<file path="src/rtl/cyclic_queue_pkg.sv">
// Shared constants for the cyclic replay queue and the accelerator controller.
package cyclic_queue_pkg;

   localparam int unsigned DEFAULT_DATA_W = 32;
   localparam int unsigned DEFAULT_DEPTH  = 64;
   localparam int unsigned DEFAULT_LOOP_W = 8;

   typedef enum logic {
      MODE_CONSUME = 1'b0,
      MODE_CYCLIC  = 1'b1
   } mode_e;

endpackage

</file>
<file path="src/rtl/cyclic_queue_ram.sv">
// DEPTH x DATA_W storage: synchronous write port, registered read port.
// The read register clears on reset/clr and holds when no read is issued.
module cyclic_queue_ram #(
   parameter  int unsigned DATA_W = 32,
   parameter  int unsigned DEPTH  = 64,
   localparam int unsigned AW     = $clog2(DEPTH)
) (
   input  logic              clk,
   input  logic              rst_n,
   input  logic              clr,
   input  logic              wr_en,
   input  logic [AW-1:0]     wr_addr,
   input  logic [DATA_W-1:0] wr_data,
   input  logic              rd_en,
   input  logic [AW-1:0]     rd_addr,
   output logic [DATA_W-1:0] rd_data
);

   logic [DATA_W-1:0] mem_q [DEPTH];
   logic [DATA_W-1:0] rd_data_d, rd_data_q;

   always_ff @(posedge clk) begin
      if (wr_en) begin
         mem_q[wr_addr] <= wr_data;
      end
   end

   // Same-address read and write returns the old word (read-before-write).
   always_comb begin
      rd_data_d = rd_data_q;
      if (clr) begin
         rd_data_d = '0;
      end else if (rd_en) begin
         rd_data_d = mem_q[rd_addr];
      end
   end

   always_ff @(posedge clk or negedge rst_n) begin
      if (!rst_n) begin
         rd_data_q <= '0;
      end else begin
         rd_data_q <= rd_data_d;
      end
   end

   assign rd_data = rd_data_q;

endmodule

</file>
<file path="src/rtl/cyclic_replay_queue.sv">
// Queue with FIFO (consume) and non-destructive wrap-around replay (cyclic) modes,
// occupancy flags, pass counter, synchronous flush and sticky error flag.
module cyclic_replay_queue
   import cyclic_queue_pkg::*;
#(
   parameter  int unsigned DATA_W = DEFAULT_DATA_W,
   parameter  int unsigned DEPTH  = DEFAULT_DEPTH,
   parameter  int unsigned LOOP_W = DEFAULT_LOOP_W,
   localparam int unsigned AW     = $clog2(DEPTH)
) (
   input  logic              clk,
   input  logic              rst,
   input  logic              clear,
   input  logic              cyclic,
   input  logic              wr_en,
   input  logic [DATA_W-1:0] data_in,
   input  logic              rd_en,
   output logic [DATA_W-1:0] data_out,
   output logic              data_valid,
   output logic              wrap,
   output logic [LOOP_W-1:0] loop_cnt,
   output logic [AW:0]       count,
   output logic              full,
   output logic              empty,
   output logic              err
);

   localparam logic [AW:0] DEPTH_CNT = (AW+1)'(DEPTH);

   mode_e             mode;
   logic [AW-1:0]     head_d, head_q;
   logic [AW-1:0]     tail_d, tail_q;
   logic [AW-1:0]     idx_d, idx_q;
   logic [AW:0]       count_d, count_q;
   logic [LOOP_W-1:0] loop_d, loop_q;
   logic              valid_d, valid_q;
   logic              wrap_d, wrap_q;
   logic              err_d, err_q;
   logic              rd_ok, wr_ok, pop, last;
   logic              ram_we, ram_re;
   logic [AW-1:0]     ram_raddr;

   assign mode  = mode_e'(cyclic);
   assign full  = (count_q == DEPTH_CNT);
   assign empty = (count_q == '0);
   assign count = count_q;

   // A full queue still accepts a write when a consume read frees a slot in the same cycle.
   assign rd_ok = rd_en && !empty;
   assign pop   = rd_ok && (mode == MODE_CONSUME);
   assign wr_ok = wr_en && (!full || pop);
   assign last  = ({1'b0, idx_q} == (count_q - (AW+1)'(1)));

   always_comb begin
      head_d    = head_q;
      tail_d    = tail_q;
      idx_d     = idx_q;
      count_d   = count_q;
      loop_d    = loop_q;
      err_d     = err_q;
      valid_d   = 1'b0;
      wrap_d    = 1'b0;
      ram_we    = 1'b0;
      ram_re    = 1'b0;
      ram_raddr = head_q;
      if (clear) begin
         head_d  = '0;
         tail_d  = '0;
         idx_d   = '0;
         count_d = '0;
         loop_d  = '0;
         err_d   = 1'b0;
      end else begin
         if (wr_ok) begin
            ram_we = 1'b1;
            tail_d = tail_q + AW'(1);
         end
         if (rd_ok) begin
            ram_re  = 1'b1;
            valid_d = 1'b1;
            if (mode == MODE_CONSUME) begin
               head_d = head_q + AW'(1);
            end else begin
               ram_raddr = head_q + idx_q;
               if (last) begin
                  idx_d  = '0;
                  wrap_d = 1'b1;
                  loop_d = loop_q + LOOP_W'(1);
               end else begin
                  idx_d = idx_q + AW'(1);
               end
            end
         end
         if (mode == MODE_CONSUME) begin
            idx_d = '0;
         end
         unique case ({wr_ok, pop})
            2'b10:   count_d = count_q + (AW+1)'(1);
            2'b01:   count_d = count_q - (AW+1)'(1);
            default: count_d = count_q;
         endcase
         if ((wr_en && !wr_ok) || (rd_en && empty)) begin
            err_d = 1'b1;
         end
      end
   end

   always_ff @(posedge clk or negedge rst) begin
      if (!rst) begin
         head_q  <= '0;
         tail_q  <= '0;
         idx_q   <= '0;
         count_q <= '0;
         loop_q  <= '0;
         valid_q <= 1'b0;
         wrap_q  <= 1'b0;
         err_q   <= 1'b0;
      end else begin
         head_q  <= head_d;
         tail_q  <= tail_d;
         idx_q   <= idx_d;
         count_q <= count_d;
         loop_q  <= loop_d;
         valid_q <= valid_d;
         wrap_q  <= wrap_d;
         err_q   <= err_d;
      end
   end

   cyclic_queue_ram #(
      .DATA_W (DATA_W),
      .DEPTH  (DEPTH)
   ) u_ram (
      .clk     (clk),
      .rst_n   (rst),
      .clr     (clear),
      .wr_en   (ram_we),
      .wr_addr (tail_q),
      .wr_data (data_in),
      .rd_en   (ram_re),
      .rd_addr (ram_raddr),
      .rd_data (data_out)
   );

   assign data_valid = valid_q;
   assign wrap       = wrap_q;
   assign loop_cnt   = loop_q;
   assign err        = err_q;

endmodule

</file>
<file path="config.mk">
export PLATFORM = sky130hd
export DESIGN_NAME = cyclic_replay_queue
export DESIGN_NICKNAME = d
export VERILOG_FILES = /design/src/rtl/cyclic_queue_pkg.sv /design/src/rtl/cyclic_queue_ram.sv /design/src/rtl/cyclic_replay_queue.sv
export SDC_FILE = /design/constraint.sdc
export NUM_CORES = 2
export LEC_CHECK = 0
export ABC_AREA = 1
export BUFFER_PORTS_ARGS = -buffer_cell sky130_fd_sc_hd__buf_2
export CAP_MARGIN = 20
export CORE_ASPECT_RATIO = 0.75
export CORE_UTILIZATION = 50
export DETAILED_ROUTE_END_ITERATION = 10
export PLACE_DENSITY = 0.65
export SETUP_SLACK_MARGIN = 0.4
export SYNTH_ARGS = -nofsm -noshare
export SYNTH_HDL_FRONTEND = slang
export SYNTH_SLANG_ARGS = --single-unit
export TNS_END_PERCENT = 5
</file>
<file path="constraint.sdc">
create_clock -name clk -period 5.3 [get_ports clk]
set_input_delay 1.06 -clock clk [delete_from_list [all_inputs] [get_ports clk]]
set_output_delay 1.06 -clock clk [all_outputs]
set_load 0.005 [all_outputs]
</file>
==> impl_summary.md <==
Hold path
The tightest min-delay check is of the input port to asynchronous set/reset pin type.

Cells and area
The final-layout fill cell count is 13700. At the end of the flow, the number of nets in the layout was 7189. The area growth from synthesis to final layout is 11.9%. The filler-free cell count of the finished design is 9563.

In the layout the commonest cells are nand3_1 (2264), edfxtp_1 (2048), nand2_1 (1951), clkbuf_16 (195), buf_4 (194). The share of layout cells above drive strength 1 is under 10%. The commonest non-fill, non-tap cell in the layout is nand3_1.

Synthesis
The count of state elements after synthesis is between 2000 and 2500. Summed over its instances, the top area cell type makes up 71.8% of the synthesized netlist area. The area of the mapped netlist is 0.0857 mm2. In this run, synthesis inferred a little over 2000 flip-flops with an integrated enable.

The share of flip-flops with an asynchronous set or reset after synthesis is under 10%. After synthesis, the netlist uses 36 different library cells. During synthesis, Yosys emitted a total of 0 warnings. A synthesized cell averages around 12 um2. When the netlist entered floorplanning its net count stood at 7129. For this run, the leading register cell type out of synthesis is edfxtp_1. The cell type contributing the most total cell area after synthesis is edfxtp_1. In the post-synthesis netlist, the biggest area contributors are edfxtp_1 (72%), nand3_1 (13%), nand2_1 (8.6%). Counting every instance in the synthesized netlist gives ~7100.

Sequential elements use around 74% of the synthesized area.

Die
The core region is about 0.17 mm2. The area of the die is between 0.15 and 0.2 mm2. The initialized floorplan defines roughly 130 standard-cell rows. The starting density of the core is roughly half.

The floorplan step set the die width to ~480 um. The number of top-level pins is 90. From bottom edge to top edge, the die measures around 360 um.

Setup path
By startpoint and endpoint, the worst setup path is classified as flop to flop. The maximum cell stage delay along the critical path is approximately 0.79 ns. The critical path goes through inv_1, ha_1, nand2_2, nor2_4, nand2_4, nand2_1, nor2_1, inv_1, nand2_1, nand2_1, nor2_1, nand2_1, nor2_4, buf_12.

The worst endpoint data arrival time is between 4 and 5 ns. The data required time of the worst path is 5.82 ns. STA classifies the critical path endpoint as a flop. The slowest stage of the critical path is the nor2_4 cell. Of all nets on the critical path, the largest fanout is 17. The kind of start point of the critical path is a flop. The cell type with the highest occurrence count on the critical path is nand2_1.

GRT
For this run the aggregate overflow at the end of global routing stands at 0. In the global route stage, overall resource usage came out at 28.6%. The number of antenna violations at the first check in global routing is 10. The wire length of the first global-routing pass is around 370000 um. The number of global-route vias before repair came to around 55000. The maximum number of pins on one net before global-route repair is 121.

Drt
The number of nets with antenna violations after detailed routing is 0. The number of remaining DRC errors is 0. In the routed layout, each cell is associated on average with a via count of 6.10. The final layout contains routed wiring with a total length of 249000 um. The detailed-router iteration count before antenna repair is 7. The violation count after the first detailed-routing iteration is about 8600. Detailed routing inserted a total of around 58000 vias. After detailed routing, the average wire length per cell comes to ~26 um.

STA
The final setup skew is about 0.043 ns. The actual transition at the worst max-transition pin is between 1 and 1.5 ns. The number of failing hold endpoints at the final stage is 0. The worst max-slew margin expressed relative to the limit is between 30% and 40%.

For the final routed database, the setup TNS stands at 0 ns. Dividing the final minimum period by the clock period gives between 70% and 80%. The clock period minus final worst setup slack is 4.07 ns. The max-slew violation count is 0.

Setup repair after global routing left no endpoint under its margin. Setup violations remaining at the end of the flow were counted as 0. Derived from the worst setup path, the maximum achievable clock frequency is between 0.2 and 0.25 GHz.

Clocking
The clock slew seen by the registers of the worst setup and hold paths is ~0.07 ns. The largest buffer count on any clock path is 3. The quantity of hold-fixing buffers added after cts is 0. The number of resized instances in the post-cts repair step is 0. The tree is rooted in a clkbuf_16. The total clock sinks is ~2100. The H-tree was split into 4 levels. The clock network latency to the later pin of the worst-skew pair is between 0.8 and 0.9 ns.

After clock tree synthesis, the setup repair step added 0 buffers. The CTS tree is yes. The number of clock buffers added by TritonCTS is roughly 190.

Run
The number of violations of the max-capacitance limit is 0.

Pwr
The switching share of power is a little over a quarter. The internal portion of the total power is 27.4 mW. Per report_power, the clock group accounts for 36.1% of the total.

Total power for the finished layout comes to around 38 mW. Dividing total power by cell area gives a power density of between 300 and 400 mW/mm2. Of the total power, combinational logic draws between 10 and 15%. Across the VDD grid, the largest voltage drop is a little over 0.0003 V. For this design the static power due to leakage is around 33 nW. In this run the power spent charging and discharging nets is around 10 mW. Sequential cells burn just under 50% of the power.

Place
In this run the tool buffered the top-level ports with just under 90 buffer cells. The placed instance count is between 9000 and 10000. Once detailed placement completed, the half-perimeter wirelength came to around 130000 um.

The final weighted congestion in routability-driven placement is 0.841.

Status
The flow ran to the end, and the final reports show no timing, DRC or antenna violations.
==> per-stage QoR <==
step | utilization [%] | instance area [um2] | hold slack (ns) | setup WS, ns
final | 56.4 | 95900 | 0.205 | 1.23
after global routing | 56.4 | 95900 | 0.213 | 0.850
after CTS | 56.3 | 95800 | 0.173 | 1.27
after detailed placement | 52.8 | 89800 | 0.461 | 0.737
after global placement | 52.8 | 89800 | 0.460 | 0.757
after floorplan | - | 85700 | 0.473 | 0.938
==> registers in the layout (all words and copies together), names as in the netlist <==
name	count
count	7
data_valid	1
err	1
head_q	6
idx_q	6
loop_cnt	8
tail_q	6
u_ram.mem_q	2048
u_ram.rd_data	32
wrap	1
==> final cells by class <==
type                       instances  area (um2)  share of cell area, %
inverter                          55         219                  0.228
timing repair buffer             343        3120                   3.25
clock buffer                     247        5110                   5.33
antenna                            1        2.50                0.00261
multi-input combinational       4431       20500                   21.4
sequential                      2116       63200                   65.9
clock inverter                   109         905                  0.943
tap                             2261        2830                   2.95
==> metal layers <==
metal / track usage [%] / part of all wire, %
met5: 0 / 0.0076
met4: 8.68 / 2.7
met3: 5.98 / 12
met2: 42.3 / 44
met1: 42.7 / 41
==> worst max-delay path, delay by kind of cell, from the launching register on <==
| family | cells | cell delay [ns] |
|---|---|---|
| AND/OR/NAND/NOR | 10 | 2.54 |
| buffers and inverters | 3 | 0.50 |
| adder cells (fa/ha/maj) | 1 | 0.24 |
| flip-flops | 1 | 0.44 |
==> synthesized netlist by cell type (2+ instances only) <==
library cell and number:
buf_6 5, edfxtp_1 2048, xnor2_1 6, inv_2 9, ha_1 11, nand2_4 3, o22ai_1 6, nand3_1 2264
nand3_4 2, nand4_1 11, buf_4 19, nor2_1 90, dfrtp_1 68, nor3_1 13, xor2_1 14, o21ai_0 25
o21ai_2 2, inv_1 46, o2111ai_1 3, nand2_2 3, clkbuf_1 70, buf_1 23, nand2_1 1953, buf_2 360
a21oi_1 14
==> cells by family after synthesis <==
family,count (synthesis),share of synthesized area [%]
AND/OR/NAND/NOR,4344,22.5
flip-flops,2116,73.8
buffers and inverters,532,2.98
AO/OA/AOI/OAI,55,0.365
XOR/XNOR,20,0.204
adder cells (fa/ha/maj),12,0.184
==> worst paths after layout <==
kind | depth (start not counted) | endpoint | startpoint | slack [ns]
hold / removal | 1 | idx_q[1] | rst | 0.20
hold reg to reg | 2 | u_ram.rd_data[3] | u_ram.rd_data[3] | 0.48
setup reg to reg | 14 | u_ram.mem_q[47][11] | count[0] | 1.23
min in group clk | 2 | u_ram.rd_data[3] | u_ram.rd_data[3] | 0.48
setup / recovery | 14 | u_ram.mem_q[47][11] | count[0] | 1.23
max in group asynchronous | 2 | u_ram.rd_data[24] | rst | 3.93
==> power by group through the flow <==
stage	Clock [mW]	Combinational (mW)	Sequential, mW
floorplan	0	3.57	18.8
global placement	0	5.32	18.9
detailed placement	0	5.41	18.9
CTS	13.7	5.44	18.5
global route	14.3	6.03	18.5
finish	13.6	5.52	18.5
Note: power is estimated with default switching activity, not from simulation.
